## src/rtl/data_sync_source.sv

```systemverilog
// Source end of a din/dready link: buffers an upstream stream in a small FIFO and
// presents each word with setup/strobe/hold framing. Optional 4-phase ack via DSRC_ACK_EN.
module data_sync_source #(
  parameter int DATA_W     = 8,
  parameter int FIFO_DEPTH = 4,
  parameter int SETUP_CYC  = 1,
  parameter int STROBE_CYC = 2,
  parameter int HOLD_CYC   = 3
) (
  input  logic                          clk,
  input  logic                          rst,
  input  logic [DATA_W-1:0]             s_data,
  input  logic                          s_valid,
  output logic                          s_ready,
  output logic [DATA_W-1:0]             dout,
  output logic                          dready_o,
  output logic                          busy,
  output logic [$clog2(FIFO_DEPTH):0]   fifo_cnt
`ifdef DSRC_ACK_EN
  ,
  input  logic                          ack_i
`endif
);

  localparam int AW   = $clog2(FIFO_DEPTH);
  localparam int CMAX = (SETUP_CYC > STROBE_CYC) ?
                        ((SETUP_CYC > HOLD_CYC) ? SETUP_CYC : HOLD_CYC) :
                        ((STROBE_CYC > HOLD_CYC) ? STROBE_CYC : HOLD_CYC);
  localparam int CW   = $clog2(CMAX + 1);

  localparam logic [CW-1:0] L_SETUP  = CW'(SETUP_CYC);
  localparam logic [CW-1:0] L_STROBE = CW'(STROBE_CYC);
  localparam logic [CW-1:0] L_HOLD   = CW'(HOLD_CYC);

  typedef enum logic [1:0] {
    ST_IDLE   = 2'd0,
    ST_SETUP  = 2'd1,
    ST_STROBE = 2'd2,
    ST_HOLD   = 2'd3
  } state_t;

  logic [DATA_W-1:0] r_mem [FIFO_DEPTH];
  logic [AW-1:0]     r_wr_ptr;
  logic [AW-1:0]     r_rd_ptr;
  logic [AW:0]       r_count;
  state_t            r_state;
  logic [CW-1:0]     r_cnt;

  logic w_full;
  logic w_push;
  logic w_pop;
  logic w_expire;
  logic w_ack_hi;
  logic w_ack_lo;

  assign w_full   = (r_count == (AW+1)'(FIFO_DEPTH));
  assign s_ready  = !w_full && !rst;
  assign w_push   = s_valid && s_ready;
  assign w_pop    = (r_state == ST_IDLE) && (r_count != '0);
  assign w_expire = (r_cnt <= CW'(1));
  assign fifo_cnt = r_count;
  assign busy     = (r_state != ST_IDLE) || (r_count != '0);

`ifdef DSRC_ACK_EN
  assign w_ack_hi = ack_i;
  assign w_ack_lo = !ack_i;
`else
  assign w_ack_hi = 1'b1;
  assign w_ack_lo = 1'b1;
`endif

  // FIFO storage: data only, never reset
  always_ff @(posedge clk) begin
    if (w_push) r_mem[r_wr_ptr] <= s_data;
  end

  // FIFO pointers and occupancy; pointers wrap naturally at power-of-2 depth
  always_ff @(posedge clk) begin
    if (rst) begin
      r_wr_ptr <= '0;
      r_rd_ptr <= '0;
      r_count  <= '0;
    end else begin
      if (w_push) r_wr_ptr <= r_wr_ptr + AW'(1);
      if (w_pop)  r_rd_ptr <= r_rd_ptr + AW'(1);
      case ({w_push, w_pop})
        2'b10:   r_count <= r_count + (AW+1)'(1);
        2'b01:   r_count <= r_count - (AW+1)'(1);
        default: r_count <= r_count;
      endcase
    end
  end

  // Framing FSM: the shared down-counter is reloaded on every state entry
  always_ff @(posedge clk) begin
    if (rst) begin
      r_state  <= ST_IDLE;
      r_cnt    <= '0;
      dout     <= '0;
      dready_o <= 1'b0;
    end else begin
      case (r_state)
        ST_IDLE: begin
          if (w_pop) begin
            dout    <= r_mem[r_rd_ptr];
            r_cnt   <= L_SETUP;
            r_state <= ST_SETUP;
          end
        end
        ST_SETUP: begin
          if (w_expire) begin
            r_cnt    <= L_STROBE;
            r_state  <= ST_STROBE;
            dready_o <= 1'b1;
          end else begin
            r_cnt <= r_cnt - CW'(1);
          end
        end
        ST_STROBE: begin
          // counter parks at 1 once the minimum width is met and waits for ack
          if (w_expire && w_ack_hi) begin
            r_cnt    <= L_HOLD;
            r_state  <= ST_HOLD;
            dready_o <= 1'b0;
          end else if (!w_expire) begin
            r_cnt <= r_cnt - CW'(1);
          end
        end
        ST_HOLD: begin
          if (w_expire && w_ack_lo) begin
            r_state <= ST_IDLE;
          end else if (!w_expire) begin
            r_cnt <= r_cnt - CW'(1);
          end
        end
        default: r_state <= ST_IDLE;
      endcase
    end
  end

endmodule

```

## config.mk

```make
export PLATFORM = sky130hd
export DESIGN_NAME = data_sync_source
export DESIGN_NICKNAME = d
export VERILOG_FILES = /design/src/rtl/data_sync_source.sv
export SDC_FILE = /design/constraint.sdc
export NUM_CORES = 1
export LEC_CHECK = 0
export CORE_ASPECT_RATIO = 2
export CORE_MARGIN = 5
export CORE_UTILIZATION = 45
export CTS_CLUSTER_SIZE = 10
export DETAILED_ROUTE_END_ITERATION = 16
export PLACE_DENSITY = 0.73
export SYNTH_ARGS = -nofsm -noshare
export SYNTH_HDL_FRONTEND = slang
export SYNTH_SLANG_ARGS = --single-unit
```

## constraint.sdc

```tcl
create_clock -name clk -period 5.11 [get_ports clk]
set_input_delay 1.2775 -clock clk [delete_from_list [all_inputs] [get_ports clk]]
set_output_delay 1.2775 -clock clk [all_outputs]
set_load 0.005 [all_outputs]
```

==> impl_metrics.toml <==
[clock_network]
root_buffer = "clkbuf_8"
post_cts_buffers = 0
hold_buffers = 0
clk_pin_slew_ps = 90
clk_path_buf_depth = 2
cts-resized-gates = 0
cts-htree-levels = 2
clock_sinks = 52
clock_latency_ps = 300
cts_tree = "yes"
cts_inserted_buffers = 5

[route]
drt_pre_antenna_iters = 4
vias = 1290
drt_iter0_drc = 30
via_per_inst = 5.12
drc = 0
wl_per_cell_um = 14.3
ant_nets = 0
wl_um = 3600

[timing]
hold_ws_ps = 461
setup_viol = 0
finalCriticalPeriod_ps = 3820
tns_ps = 0
finalWorstSetupSlack_ps = 1290
fmax_ghz = 0.262
relSlewSlack_pct = 51.6
maxSlewViolCount = 0
rsz0062_at_grt = "false"
finalHoldViolations = 0
period_share_pct = 74.7
finClkSkew_ps = 5.76
worst_pin_slew_ps = 722

[logic_synthesis]
syn_area_per_cell_um2 = 13.4
yosysWarnings = 0
synth_edf_count = 32
mappedNetlistArea_mm2 = 0.00223
synth-main-ff-cell = "edfxtp_1"
seq_area_frac_synth_pct = 61.1
synth_cell_types = 32
syn_inst = 167
synth-async-reset-ratio_pct = 0
ys_ff_latch = 52
syn_nets = 192

[pwr]
leakage_nw = 0.908
power_density_mw_per_mm2 = 492
ir_worst_vdd_mv = 0.282

[cells_and_area]
syn_to_final_growth_pct = 17.3
fillers = 410
diodes = 0
final_core_util_pct = 53.8
final_cell_mix = "edfxtp_1, clkdlybuf4s50_1, nand2_1, dfxtp_1, a21oi_1"
layout_commonest_cell = "edfxtp_1"
drive_gt1_share_pct = 11.8
layout.nets = 219

[worst_setup_path]
required_ps = 3830
r2r_start = "fifo_cnt[2]$_SDFFE_PP0P_"
cpPeakStageDelay_ps = 520
crit_path_top_delay_cell = "clkdlybuf4s50_1"
ff2ff_path_depth = 8
crit_path_end_kind = "primary output"
crit_chain = "clkdlybuf4s50_1 > buf_4 > a21oi_1 > clkdlybuf4s50_1"
rr_endpoint = "fifo_cnt[2]$_SDFFE_PP0P_"
crit_top_cell = "clkdlybuf4s50_1"
critPathMaxFanout = 22
reg2reg_slack_ps = 2700
crit_arrival_ps = 2540
worst-setup-path-type = "in -> out"
cp-start-kind = "input port"

[floorplan]
row_count = 36
dieArea_mm2 = 0.00655
die_h_um = 110
io_pins = 25
initial_core_util_pct = 45.8
coreArea_mm2 = 0.00486
dieWidth_um = 59.8

[global_routing]
antenna_found_initial = 0
grt_pass1_wl_um = 6110
grt_usage_pct = 13.0
grt_pass1_vias = 1315
grt_max_degree = 23
overflow = 0

[placed_design]
dp_slack_ps = 1290
gp_congestion = 0.820
port-buffer-count = 24
hpwl_um = 2680

[hold_path]
hold_path.class = "reg -> reg"
hold_end = "dout[2]$_SDFFE_PP0P_"
min_delay_path_depth = 2
hold_start = "dout[2]$_SDFFE_PP0P_"

[status]
outcome = "complete, no violations"

[flow_run]
maxCapViolations = 0
[synth_stat cells (2+ instances only)]
library cell	instances	share of area, %
and2_1	4	1.1
edfxtp_1	32	43
ha_1	13	7.3
nand2_1	20	3.4
inv_1	13	2.2
o21ai_0	2	0.45
a221oi_1	2	0.79
clkbuf_1	3	0.51
nand2b_1	3	0.84
xor2_1	3	1.2
mux4_2	8	8.1
nor2_1	12	2.0
dfxtp_1	20	18
a21oi_1	14	3.1
[registers in the layout (all words and copies together) (netlist names)]
register and flops:
r_wr_ptr 2, dout 8, r_rd_ptr 2, r_mem 32, r_cnt 2, fifo_cnt 3
dready_o 1, r_state 2
[routing by layer]
layer | part of all wire (%) | track usage, % | vias to the layer above | wire [µm]
li1 | - | - | 641 | -
met1 | 37 | 13.4 | 606 | 1330
met2 | 55 | 22.4 | 34 | 1970
met3 | 4.5 | 3.76 | 9 | 163
met4 | 3.6 | 7.61 | 0 | 128
met5 | 0 | 0 | - | 0
[per-stage QoR]
step / instances / cell area (µm²) / power, W
after floorplan: 167 / 2230 / 0.000903
after global placement: 244 / 2520 / 0.00106
after detailed placement: 244 / 2520 / 0.00107
after CTS: 252 / 2620 / 0.00131
after global routing: 252 / 2620 / 0.00139
final: 252 / 2620 / 0.00129
[worst max path at each step]
| stage | depth (start not counted) | slack, ps | startpoint | end |
|---|---|---|---|---|
| 5_1_grt | 4 | 1220 | rst | s_ready |
| 3_3_place_gp | 4 | 1300 | rst | s_ready |
| 6_report | 4 | 1290 | rst | s_ready |
| 2_1_floorplan | 2 | 2230 | rst | s_ready |
| 4_1_cts | 4 | 1290 | rst | s_ready |
| 3_5_place_dp | 4 | 1290 | rst | s_ready |
[kinds of logic after synthesis]
group	Yosys count	share of synthesized area, %
buffers and inverters	19	3.59
adder cells (fa/ha/maj)	14	8.19
multiplexers	9	8.53
AO/OA/AOI/OAI	25	7.58
flip-flops	52	61.1
XOR/XNOR	5	2.30
AND/OR/NAND/NOR	43	8.75
[cell type report]
class                      count  area [µm²]  share of cell area [%]
clock buffer                   5        68.8                    2.63
clock inverter                 3        26.3                    1.00
inverter                      14        52.6                    2.01
multi-input combinational     96         788                    30.1
sequential                    52        1360                    52.0
tap                           57        71.3                    2.73
timing repair buffer          25         248                    9.47
[power breakdown]
group          switching [W]  internal (W)
sequential         0.0000680      0.000517
combinational       0.000222      0.000244
clock               0.000137     0.0000999
[critical path: cells and delay by family]
kind	cells	cell delay (ps)
buffers and inverters	3	1120
AOI/OAI and AO/OA	1	140
No activity file was read; power rests on OpenSTA's default activity.
==> edit 1 (config.mk and constraints unchanged) <==
The 4 states of `state_t` get a one-hot encoding in 4 bits.
--- a/src/rtl/data_sync_source.sv
+++ b/src/rtl/data_sync_source.sv
@@ -34,7 +34,7 @@
 
-  typedef enum logic [1:0] {
-    ST_IDLE   = 2'd0,
-    ST_SETUP  = 2'd1,
-    ST_STROBE = 2'd2,
-    ST_HOLD   = 2'd3
+  typedef enum logic [3:0] {
+    ST_IDLE   = 4'b0001,
+    ST_SETUP  = 4'b0010,
+    ST_STROBE = 4'b0100,
+    ST_HOLD   = 4'b1000
   } state_t;
Formal check against the unedited RTL: same outputs for any inputs over 10 cycles, from zero or initial values and one cycle with rst high; not proved beyond that.
==> edit 1 against the unedited design <==
  * Clock skew is 0.0063 ns higher
  * Count of clock-buffer cells in the layout is the same
  * Register-to-register slack lost 0.31 ns
  * Routed wire length increased by 9.6%
  * Die area grew 3.9%
  * Synthesized area increased by 4.5%
  * Combinational power down 16%
  * Cell area grew 4.1%
  * Sequential cell count increased by 2
  * Worst setup slack worse by 0.0029 ns
  * Utilization shrank 0.29 points
  * Worst hold slack about the same
  * Power about the same
  * Critical endpoint unchanged
  * Highest routed layer unchanged
==> edit 1: results (changes against the unedited design) <==
metric;value;unit;change
R2R setup slack;2.39;ns;-0.31 ns
later-pin clock latency in the skew report;0.31;ns;
first-pass GRT wire length;6.61;mm;+8.3%
slowest cell on the critical path;clkdlybuf4s50_1;;
fin crit share;74.7;%;about the same
Syn Area/Cell;13.2;sq um;-1.4%
Detail Placement HPWL;2.86;mm;+6.7%
Place WS;1.28;ns;-0.000450 ns
Root Buffer;clkbuf_8;;
CP delay by family, top;buffers and inverters;;
GRT Overall Usage;13.1;%;+0.16 points
DR vias/cell;5.32;;+3.9%
Slew HR;58.6;%;+7.0 points
Peak VDD IR;0.295;mV;+4.8%
Area contributors post-synth;edfxtp_1 41%, dfxtp_1 19%, mux4_2 7.7%;;
Min-Delay Endpoint;dout[4];;
clock skew;0.0120;ns;+0.00625 ns
TritonRoute pass-1 iters;4;;unchanged
start of the worst register-to-register path;r_state[1];;
hold path startpoint;dout[4];;
Leak;0.923;nW;+1.7%
layout cells sized above 1;11.9;%;+0.086 points
Initial DRC Count;64;;+110%
worst hold path type;reg2reg;;
Area after DPL;2610;sq um;+3.4%
post-CTS resize count;0;;unchanged
GP Congestion;0.800;;-2.5%
I/O Buffers;24;;unchanged
Final Non-Filler Cells;260;;+3.2%
maximum root-to-sink buffer count;2;;unchanged
sequential share of the synthesized area;60.2;%;-0.90 points
status;finished clean;;
Placed Cells;252;;+3.3%
diode count;0;;unchanged
WHS Path Cells;2;;unchanged
H-Tree Depth;2;;unchanged
Mapped Nets;198;;+3.1%
Nets;222;;+1.4%
WL/cell;15.2;um;+6.2%
FF-to-FF path depth;9;;+1
vias in the first global route;1366;;+3.9%
top post-synthesis cells by count;32 x edfxtp_1, 22 x dfxtp_1, 20 x nand2_1;;
library cells used by synthesis;40;;+25%
Inserted Clock Buffers;5;;unchanged
critical path fanouts, max;24;;+9.1%
WHS;0.461;ns;+0.000227 ns
largest net degree at the start of global routing;25;;+8.7%
Largest stage delay, worst path;0.51;ns;
==> edit 1: cell count changes in the layout (fill, tap and decap cells not counted), moves of 2 or more <==
cell      change
ha_1          -4
inv_1         -3
nor2_1        -3
or3b_1        +3
a211oi_1      +2
a211oi_2      +2
a221oi_1      -2
clkinv_4      -2
dfxtp_1       +2
nand3_1       +2
nor4_1        +2
or3_1         +2
==> edit 1: final cells by class <==
cell class	instances	area (sq um)
fillers	449	2370
clock buffers	5	68.8
clock inverters	3	47.5
well taps	58	72.6
repair buffers	25	248
inverters	12	46.3
flip-flops and latches	54	1400
multi-input cells	103	840
==> edit 1: worst max path at each step <==
stage | end | start
floorplan | s_ready | rst
global placement | s_ready | rst
detailed placement | s_ready | rst
CTS | s_ready | rst
global route | s_ready | rst
finish | s_ready | rst
==> edit 1: logic make-up (layout without fill, tap and decap cells) <==
logic type,Yosys count,after routing,synth area share (%)
mux,8,8,7.73
compound gates,28,28,8.54
simple gates,52,52,12.2
fa+ha+maj,10,10,5.69
buf+inv,20,45,3.81
flops,54,54,60.2
xor+xnor,5,5,1.88
==> edit 1: report_power, final <==
part	internal [mW]	switching [mW]	total, mW
Clock	0.149	0.142	0.291
Sequential	0.525	0.0783	0.603
Combinational	0.216	0.177	0.393
Total	0.890	0.398	1.29
==> edit 1: metal layers <==
metal	GRT usage [%]	up-vias	share of wire, %
met5	0	-	0
met4	5.64	0	2.1
met3	3.13	7	3.1
met2	23.4	17	57
met1	13.8	674	38
li1	-	685	-
==> edit 1: worst register-to-register path, delay by kind of cell, from the launching register on <==
family	cells	cell delay (ns)
AND/OR/NAND/NOR	3	1.01
flip-flops	1	0.45
adder cells (fa/ha/maj)	2	0.58
AO/OA/AOI/OAI	1	0.14
XOR/XNOR	1	0.16
buffers and inverters	2	0.31
==> edit 2 (config.mk and constraints unchanged) <==
Made on the original files. Change the parameter `HOLD_CYC` from 3 to 5.
--- a/src/rtl/data_sync_source.sv
+++ b/src/rtl/data_sync_source.sv
@@ -7,3 +7,3 @@
   parameter int STROBE_CYC = 2,
-  parameter int HOLD_CYC   = 3
+  parameter int HOLD_CYC   = 5
 ) (
Behaviour: not the same (Yosys sat finds a counterexample within 10 cycles, from zero or initial values and one cycle with rst high).
==> edit 2 against the unedited design <==
  * Critical path depth did not move
  * Critical endpoint unchanged
  * Sequential cell count is 1 higher
  * Synthesized area rose by 3.0%
  * Largest power group unchanged
  * Power grew 1.5%
  * Via count grew 6.9%
  * Worst setup slack gained 0.039 ns
  * Routed wire length up 8.6%
  * Cell area rose by 2.6%
  * Register-to-register slack got worse by 0.04 ns
  * Utilization is 0.91 points higher
  * First-iteration DRC count is 30% lower
==> edit 2: results (changes against the unedited design) <==
metric;value;unit;change
status;finished clean;;
first-pass GRT wire length;6.41;mm;+5.0%
Arr. time, crit path;2.50;ns;-0.04 ns
GRT Overall Usage;12.9;%;-0.11 points
clock skew;0.0134;ns;+0.00762 ns
Leak;0.938;nW;+3.3%
M1 WL;1.44;mm;+8.0%
Detail Placement HPWL;2.95;mm;+9.8%
met2 routed WL;2.20;mm;+12%
net switching power figure;0.429;mW;+0.61%
Mapped Nets;195;;+1.6%
vias in the first global route;1404;;+6.8%
DR vias/cell;5.32;;+4.0%
Placed Cells;251;;+2.9%
Initial DRC Count;21;;-30%
Final Non-Filler Cells;259;;+2.8%
top post-synthesis cells by count;32 x edfxtp_1, 21 x dfxtp_1, 18 x nand2_1;;
Synth Area in Compound Gates;8.56;%;+0.98 points
Nets;223;;+1.8%
post-CTS resize count;0;;unchanged
sequential share of the synthesized area;60.2;%;-0.89 points
GP Congestion;0.872;;+6.3%
layout cells sized above 1;14.9;%;+3.1 points
Area contributors post-synth;edfxtp_1 42%, dfxtp_1 18%, mux4_2 7.8%;;
library cells used by synthesis;38;;+19%
Synth Area in Adders;6.32;%;-1.9 points
routed wl met3;126;um;-23%
worst hold path type;reg2reg;;
Peak VDD IR;0.310;mV;+10%
Largest stage delay, worst path;0.50;ns;-0.02 ns
H-Tree Depth;2;;unchanged
WL/cell;15.1;um;+5.7%
Synth Area in XOR/XNOR;1.14;%;-1.2 points
critical path fanouts, max;20;;-9.1%
multiplexer area fraction after synthesis;8.94;%;+0.41 points
Slew HR;57.8;%;+6.3 points
Post-Syn Instances;173;;+3.6%
Place WS;1.33;ns;+0.0414 ns
TritonRoute pass-1 iters;4;;unchanged
largest net degree at the start of global routing;21;;-8.7%
layout filler cell count;419;;+2.2%
FF-to-FF path depth;11;;+3
-- edit 2: cell types whose count changed after synthesis, sizes merged, moves of 3 or more --
cell,delta
ha,-3
nand2b,-3
nor3b,+3
o31ai,+3
-- edit 2: metal layers --
layer | up-vias | track usage, %
met5 | - | 0
met1 | 659 | 12.5
met4 | 0 | 6.80
met3 | 13 | 2.91
li1 | 679 | -
met2 | 28 | 23.5
-- edit 2: path summary, 6_finish.rpt --
kind                            startpoint           to  slack [ns]
worst max-delay path                   rst      s_ready        1.33
worst min-delay path               dout[0]      dout[0]        0.46
worst max register to register  r_state[1]  fifo_cnt[2]        2.66
worst min register to register     dout[0]      dout[0]        0.46
-- edit 2: metrics by stage --
stage | cell area [sq um] | utilization (%)
3_5_place_dp | 2590 | 52.8
2_1_floorplan | 2300 | -
4_1_cts | 2690 | 54.7
6_report | 2690 | 54.7
5_1_grt | 2690 | 54.7
3_3_place_gp | 2590 | 52.8
-- edit 2: kinds of logic (layout without fill, tap and decap cells) --
kind of cell	Yosys count	in the layout
flip-flops	53	53
AND/OR/NAND/NOR	45	45
AO/OA/AOI/OAI	31	31
buffers and inverters	20	49
adder cells (fa/ha/maj)	11	11
multiplexers	10	10
XOR/XNOR	3	3
-- edit 2: final cells by class --
| cell class | count | share of cell area, % |
|---|---|---|
| inverters | 15 | 2.19 |
| repair buffers | 26 | 9.51 |
| clock buffers | 5 | 2.56 |
| clock inverters | 3 | 0.932 |
| well taps | 57 | 2.66 |
| flip-flops and latches | 53 | 51.4 |
| multi-input cells | 100 | 30.7 |
-- edit 2: power by group through the flow --
stage	Combinational [mW]	Sequential, mW	Clock (mW)
after floorplan	0.319	0.586	0
final	0.468	0.599	0.240
after global routing	0.522	0.613	0.265
after detailed placement	0.473	0.614	0
after global placement	0.465	0.611	0
after CTS	0.476	0.604	0.250
